$ cat src/rtl/riscv_pkg.sv
// rtl/riscv_pkg.sv - shared RV32 constants: widths, reset PC, NOP, opcodes, fetch states
package riscv_pkg;

  localparam int XLEN = 32;
  localparam logic [XLEN-1:0] RESET_PC = 32'h0000_0000;
  localparam logic [31:0] NOP_INSTR = 32'h0000_0013;

  localparam logic [6:0] OPC_LOAD   = 7'b0000011;
  localparam logic [6:0] OPC_STORE  = 7'b0100011;
  localparam logic [6:0] OPC_RTYPE  = 7'b0110011;
  localparam logic [6:0] OPC_BRANCH = 7'b1100011;
  localparam logic [6:0] OPC_ITYPE  = 7'b0010011;
  localparam logic [6:0] OPC_JAL    = 7'b1101111;
  localparam logic [6:0] OPC_LUI    = 7'b0110111;

  typedef enum logic {
    FETCH = 1'b0,
    FLUSH = 1'b1
  } fetch_state_e;

endpackage

$ cat src/rtl/fetch_fifo.sv
// rtl/fetch_fifo.sv - in-order buffer of fetched {instr, pc} pairs; flush beats push
module fetch_fifo #(
  parameter int DEPTH = 2,
  parameter int XLEN  = 32
) (
  input  logic                     clk,
  input  logic                     reset,
  input  logic                     flush,
  input  logic                     push,
  input  logic [31:0]              push_instr,
  input  logic [XLEN-1:0]          push_pc,
  input  logic                     pop,
  output logic [31:0]              head_instr,
  output logic [XLEN-1:0]          head_pc,
  output logic [$clog2(DEPTH):0]   count
);

  localparam int AW = $clog2(DEPTH);
  localparam int CW = AW + 1;

  logic [31:0]     instr_mem [DEPTH];
  logic [XLEN-1:0] pc_mem    [DEPTH];
  logic [AW-1:0]   rd_ptr;
  logic [AW-1:0]   wr_ptr;

  always_ff @(posedge clk) begin
    if (reset || flush) begin
      rd_ptr <= '0;
      wr_ptr <= '0;
      count  <= '0;
    end else begin
      if (push) wr_ptr <= wr_ptr + AW'(1);
      if (pop)  rd_ptr <= rd_ptr + AW'(1);
      count <= count + CW'(push) - CW'(pop);
    end
  end

  // Storage is not reset; occupancy alone decides what is visible.
  always_ff @(posedge clk) begin
    if (push && !flush && !reset) begin
      instr_mem[wr_ptr] <= push_instr;
      pc_mem[wr_ptr]    <= push_pc;
    end
  end

  assign head_instr = instr_mem[rd_ptr];
  assign head_pc    = pc_mem[rd_ptr];

endmodule

$ cat src/rtl/fetch_unit.sv
// rtl/fetch_unit.sv - PC owner and imem requester feeding decode through an in-order buffer
module fetch_unit
  import riscv_pkg::fetch_state_e, riscv_pkg::FETCH, riscv_pkg::FLUSH, riscv_pkg::NOP_INSTR;
#(
  parameter int              XLEN     = riscv_pkg::XLEN,
  parameter logic [XLEN-1:0] RESET_PC = riscv_pkg::RESET_PC,
  parameter int              DEPTH    = 2
) (
  input  logic            clk,
  input  logic            reset,
  output logic            imem_req_valid,
  input  logic            imem_req_ready,
  output logic [XLEN-1:0] imem_req_addr,
  input  logic            imem_resp_valid,
  input  logic [31:0]     imem_resp_data,
  input  logic            redirect,
  input  logic [XLEN-1:0] redirect_pc,
  output logic            dec_valid,
  input  logic            dec_ready,
  output logic [31:0]     dec_instr,
  output logic [XLEN-1:0] dec_pc,
  output logic [XLEN-1:0] dec_pc_plus4
);

  localparam int CW = $clog2(DEPTH) + 1;
  localparam logic [CW:0] DEPTH_W = (CW + 1)'(DEPTH);

  fetch_state_e    state;
  fetch_state_e    state_next;
  logic [XLEN-1:0] pc;
  logic [XLEN-1:0] resp_pc;
  logic [XLEN-1:0] hold_pc;
  logic [XLEN-1:0] target_pc;
  logic [CW-1:0]   outstanding;
  logic [CW-1:0]   drop;
  logic [CW-1:0]   drop_next;
  logic [CW-1:0]   count;
  logic [CW:0]     occupancy;
  logic [31:0]     head_instr;
  logic [XLEN-1:0] head_pc;
  logic            pop;
  logic            accept;
  logic            resp_fire;
  logic            push;
  logic            unused_pc_bits;

  assign unused_pc_bits = ^redirect_pc[1:0];
  assign target_pc      = {redirect_pc[XLEN-1:2], 2'b00};

  assign dec_valid = (count != '0);
  assign pop       = dec_valid & dec_ready;
  assign resp_fire = imem_resp_valid & ~reset;
  assign accept    = imem_req_valid & imem_req_ready;
  assign push      = resp_fire & (state == FETCH);
  assign occupancy = {1'b0, outstanding} + {1'b0, count} - (CW + 1)'(pop);

  assign imem_req_addr = pc;

  always_comb begin
    state_next     = state;
    drop_next      = drop;
    imem_req_valid = 1'b0;
    if (redirect) begin
      // Everything still in flight becomes stale; a response landing now is already gone.
      drop_next  = outstanding - CW'(resp_fire);
      state_next = (drop_next != '0) ? FLUSH : FETCH;
    end else begin
      case (state)
        FETCH: imem_req_valid = (occupancy < DEPTH_W);
        FLUSH: begin
          if (resp_fire) drop_next = drop - CW'(1);
          if (drop_next == '0) state_next = FETCH;
        end
      endcase
    end
    if (reset) imem_req_valid = 1'b0;
  end

  always_ff @(posedge clk) begin
    if (reset) begin
      state       <= FETCH;
      pc          <= RESET_PC;
      resp_pc     <= RESET_PC;
      hold_pc     <= RESET_PC;
      outstanding <= '0;
      drop        <= '0;
    end else begin
      state       <= state_next;
      drop        <= drop_next;
      outstanding <= outstanding + CW'(accept) - CW'(resp_fire);
      if (redirect) begin
        pc      <= target_pc;
        resp_pc <= target_pc;
      end else begin
        if (accept) pc      <= pc + XLEN'(4);
        if (push)   resp_pc <= resp_pc + XLEN'(4);
      end
      if (dec_valid) hold_pc <= head_pc;
    end
  end

  fetch_fifo #(
    .DEPTH (DEPTH),
    .XLEN  (XLEN)
  ) u_fifo (
    .clk        (clk),
    .reset      (reset),
    .flush      (redirect),
    .push       (push),
    .push_instr (imem_resp_data),
    .push_pc    (resp_pc),
    .pop        (pop),
    .head_instr (head_instr),
    .head_pc    (head_pc),
    .count      (count)
  );

  assign dec_instr    = dec_valid ? head_instr : NOP_INSTR;
  assign dec_pc       = dec_valid ? head_pc : hold_pc;
  assign dec_pc_plus4 = dec_pc + XLEN'(4);

endmodule

$ cat config.mk
export PLATFORM = sky130hd
export DESIGN_NAME = fetch_unit
export DESIGN_NICKNAME = d
export VERILOG_FILES = /design/src/rtl/riscv_pkg.sv /design/src/rtl/fetch_fifo.sv /design/src/rtl/fetch_unit.sv
export SDC_FILE = /design/constraint.sdc
export NUM_CORES = 1
export LEC_CHECK = 0
export CORE_ASPECT_RATIO = 0.75
export CORE_MARGIN = 2
export CORE_UTILIZATION = 50
export DETAILED_ROUTE_END_ITERATION = 12
export GPL_TIMING_DRIVEN = 0
export PLACE_DENSITY = 0.76
export RECOVER_POWER = 25
export SYNTH_ARGS = -nofsm -noshare
export SYNTH_HDL_FRONTEND = slang
export SYNTH_HIERARCHICAL = 1
export SYNTH_SLANG_ARGS = --single-unit
$ cat constraint.sdc
create_clock -name clk -period 27 [get_ports clk]
set_clock_uncertainty 0.2 [all_clocks]
set_input_delay 5.4 -clock clk [delete_from_list [all_inputs] [get_ports clk]]
set_output_delay 5.4 -clock clk [all_outputs]
set_load 0.005 [all_outputs]
==> results.md <==
- Final HPWL DP: 22400 microns
- Residual DRC: 0
- CTS Buf Count: 24
- ANT cells: 0
- Max cap viols: 0
- Initial antenna violation count: 0
- Static leakage: 5.44 nW
- Synth Area in Adders: 0.0128
- Fill count: 1735
- Area Overhead vs Synth: 29.3%
- Max_slew headroom: 0.365
- Syn Area/Cell: 11.5 sq um
- Final hold vios: 0
- Synthesized cell area: 11300 sq um
- Crit path time final: 13.69 ns
- Main synth FF type: edfxtp_1
- Die ar.: 23900 sq um
- WL/cell: 19.7 microns
- CTS clk-pin slew, worst paths: 0.06 ns
- Worst Hold Class: flop to flop
- Final WL: 30300 microns
- Number of global-route vias before repair: 8297
- Synthesis-stage register bit count: 230
- Largest family of logic cells by synthesized area: simple AND/OR/NAND/NOR gates
- Fin nets: 1305
- CP arrival: 8.09 ns
- FP Rows: 47
- Req. time, crit path: 21.40 ns
- Initial core utilization: 0.511
- CP max FO: 4
- Fmax: 73.1 MHz
- Root buf cell: clkbuf_16
- Status: finished, final reports clean
- Worst-Margin Slew: 0.950 ns
- FF-to-FF path depth: 17
- Largest net degree at the start of global routing: 61
- Setup TNS Final: 0 ns
- Worst setup EP type: output port
- Pwr/cell area: 57.5 nW/um^2
- Final period util: 0.507
- Fin util: 0.661
- Post-synthesis xor/xnor area fraction: 0.0545
- Gr ovfl total: 0
- Peak supply drop: 0.0550 mV
- Post-synthesis mux area share: 0.107
- I/O pins: 200
- Post-Layout Cell Count: 1536
- Max clock buf depth: 3
- RSZ-0062 raised after global routing: no
- Global Route Usage Sum: 0.248
- EDFF count, synth: 128
- Routability cong.: 0.942
- Cells on Worst Hold Path: 2
- Cells after synthesis: 988
- Total number of vias: 8761
- Share of layout cells above drive strength 1: 0.139
- Post-Synth Simple-Gate Area: 0.175
- Synth warnings: 6
- Antenna Nets Post-Route: 0
- Total clock sinks: 230
- Final Max Slew Viols: 0
- Cells after DPL: 1492
- Worst skew pair latency: 0.51 ns
- H-tree Lvls: 1
- Iteration-0 DRC Markers: 778
- Share of flip-flops with an asynchronous set or reset: 0
- Wire length of the first global-routing pass: 46100 microns
- Via-to-Cell Ratio: 5.70
- Post-CTS sizing: 0
- Post-CTS setup buffer count: 0
- Core footprint: 22200 sq um
- Startpoint Class: input port
- Final setup fails: 0
- Setup CP Type: input port to output port
- CTS tree: yes
- Port bufs: 195
- Die Wd: 178 microns
- DRT Pass-1 Iters: 5
- Area fraction in compound gates after synthesis: 0.0775
- Hold Buf Count CTS: 0
- Sequential share of the synthesized area: 0.519
- Die Y: 134 microns
- Synth unique cells: 75
-- cells by family (layout without fill, tap and decap cells) --
logic type,count (synthesis),after routing
other cells,1,6
mux,91,91
simple gates,350,350
flops,230,230
buf+inv,102,351
xor+xnor,69,69
compound gates,134,134
fa+ha+maj,11,11
-- layer usage --
| layer | global-route usage | share of wire | wire, microns |
|---|---|---|---|
| met4 | 0.0510 | 0.016 | 488 |
| met5 | 0 | 0 | 0 |
| met1 | 0.364 | 0.45 | 13600 |
| met2 | 0.387 | 0.45 | 13700 |
| met3 | 0.0437 | 0.082 | 2480 |
-- flip-flops by register name, summed over array words and instances (netlist names), named ones only --
name and cells:
resp_pc 30, imem_req_addr 30, u_fifo/instr_mem 64, outstanding 2
u_fifo/pc_mem 64, u_fifo/wr_ptr 1, u_fifo/count 2, drop 2
state 1, u_fifo/rd_ptr 1, hold_pc 32
-- worst max-delay path, cell delays in order --
cell and delay [ns]:
clkdlybuf4s50_1 0.44, and2_1 0.29, ha_1 0.30, nand2b_1 0.15, fa_1 0.37, xor2_1 0.35
and4_1 0.27, clkdlybuf4s50_1 0.51
-- power by group --
group / internal, mW / switching (mW) / leakage (nW) / total [mW]
registers: 0.381 / 0.0121 / 2.00 / 0.393
clock network: 0.215 / 0.137 / 0.420 / 0.351
logic: 0.0520 / 0.0464 / 3.02 / 0.0985
-- cell usage after synthesis, drive strengths merged, types with 2 or more instances --
cell type,number,share of area
xor2,12,0.0093
nand2b,4,0.0022
and4,4,0.0032
a41oi,2,0.0015
nand4b,2,0.0015
or3b,3,0.0023
nor4b,6,0.0057
a31oi,28,0.015
nand4,27,0.015
nor3b,2,0.0013
clkbuf,32,0.012
o211ai,12,0.0079
nand2,72,0.025
a22oi,7,0.0046
or4bb,2,0.0020
nor3,21,0.011
nand3,27,0.012
o21ai,18,0.0079
and4bb,2,0.0022
or4,3,0.0020
xnor2,56,0.043
nor2b,5,0.0028
a21oi,24,0.011
dfxtp,102,0.18
a211oi,22,0.015
a21boi,10,0.0066
or3,5,0.0032
nand4bb,7,0.0070
and3,10,0.0055
a21o,2,0.0013
nand3b,5,0.0033
mux2,65,0.084
a222oi,2,0.0018
edfxtp,128,0.34
inv,42,0.014
mux2i,26,0.023
buf,26,0.024
and2,37,0.020
nor4,19,0.018
ha,10,0.011
or2,2,0.0011
nor2,85,0.028
-- cell type report --
cell class / instances / area [sq um] / area share
Sequential cell: 230 / 5890 / 0.402
Multi-Input combinational cell: 661 / 4880 / 0.333
Timing Repair Buffer: 205 / 2050 / 0.140
Clock buffer: 35 / 756 / 0.0516
Buffer: 60 / 438 / 0.0299
Tap cell: 294 / 368 / 0.0251
Inverter: 42 / 158 / 0.0108
Clock inverter: 9 / 114 / 0.00777
-- cell usage in the layout (no fill, tap or decap), types with 8 or more instances in the layout --
cell type / synthesis / final
mux2_4: 60 / 60
clkdlybuf4s50_1: 0 / 165
dlygate4sd3_1: 0 / 30
o21ai_0: 18 / 18
nor3_1: 18 / 18
and2_1: 37 / 37
a31oi_1: 28 / 28
edfxtp_1: 128 / 128
ha_1: 10 / 10
and3_1: 10 / 9
nor4_1: 9 / 8
nand3_1: 27 / 27
inv_1: 41 / 41
clkbuf_1: 30 / 33
nand4_1: 26 / 26
a211oi_1: 22 / 22
xnor2_1: 56 / 56
nor4_2: 7 / 8
o211ai_1: 12 / 12
xor2_1: 12 / 12
a21oi_1: 24 / 24
mux2i_1: 26 / 26
nor2_1: 84 / 84
clkbuf_16: 0 / 27
dfxtp_1: 102 / 102
buf_4: 7 / 14
nand2_1: 69 / 69
-- through the flow --
stage                     hold WS, ns  area, sq um  power, mW  worst slack (ns)
final                           0.263        14700      0.843             13.31
after global routing            0.295        14700      0.871             13.24
after CTS                       0.266        14700      0.847             13.32
after detailed placement        0.258        13800      0.498             13.33
after global placement          0.249        13700      0.496              8.97
after floorplan                 0.240        11400      0.445             13.70
-- final timing paths --
kind              startpoint             end  slack (ns)
max                dec_ready  imem_req_valid       13.31
min               hold_pc[1]      hold_pc[1]        0.26
max reg2reg  u_fifo/count[0]  outstanding[0]       22.02
min reg2reg       hold_pc[1]      hold_pc[1]        0.26
Power figures use the tool's default switching activity.
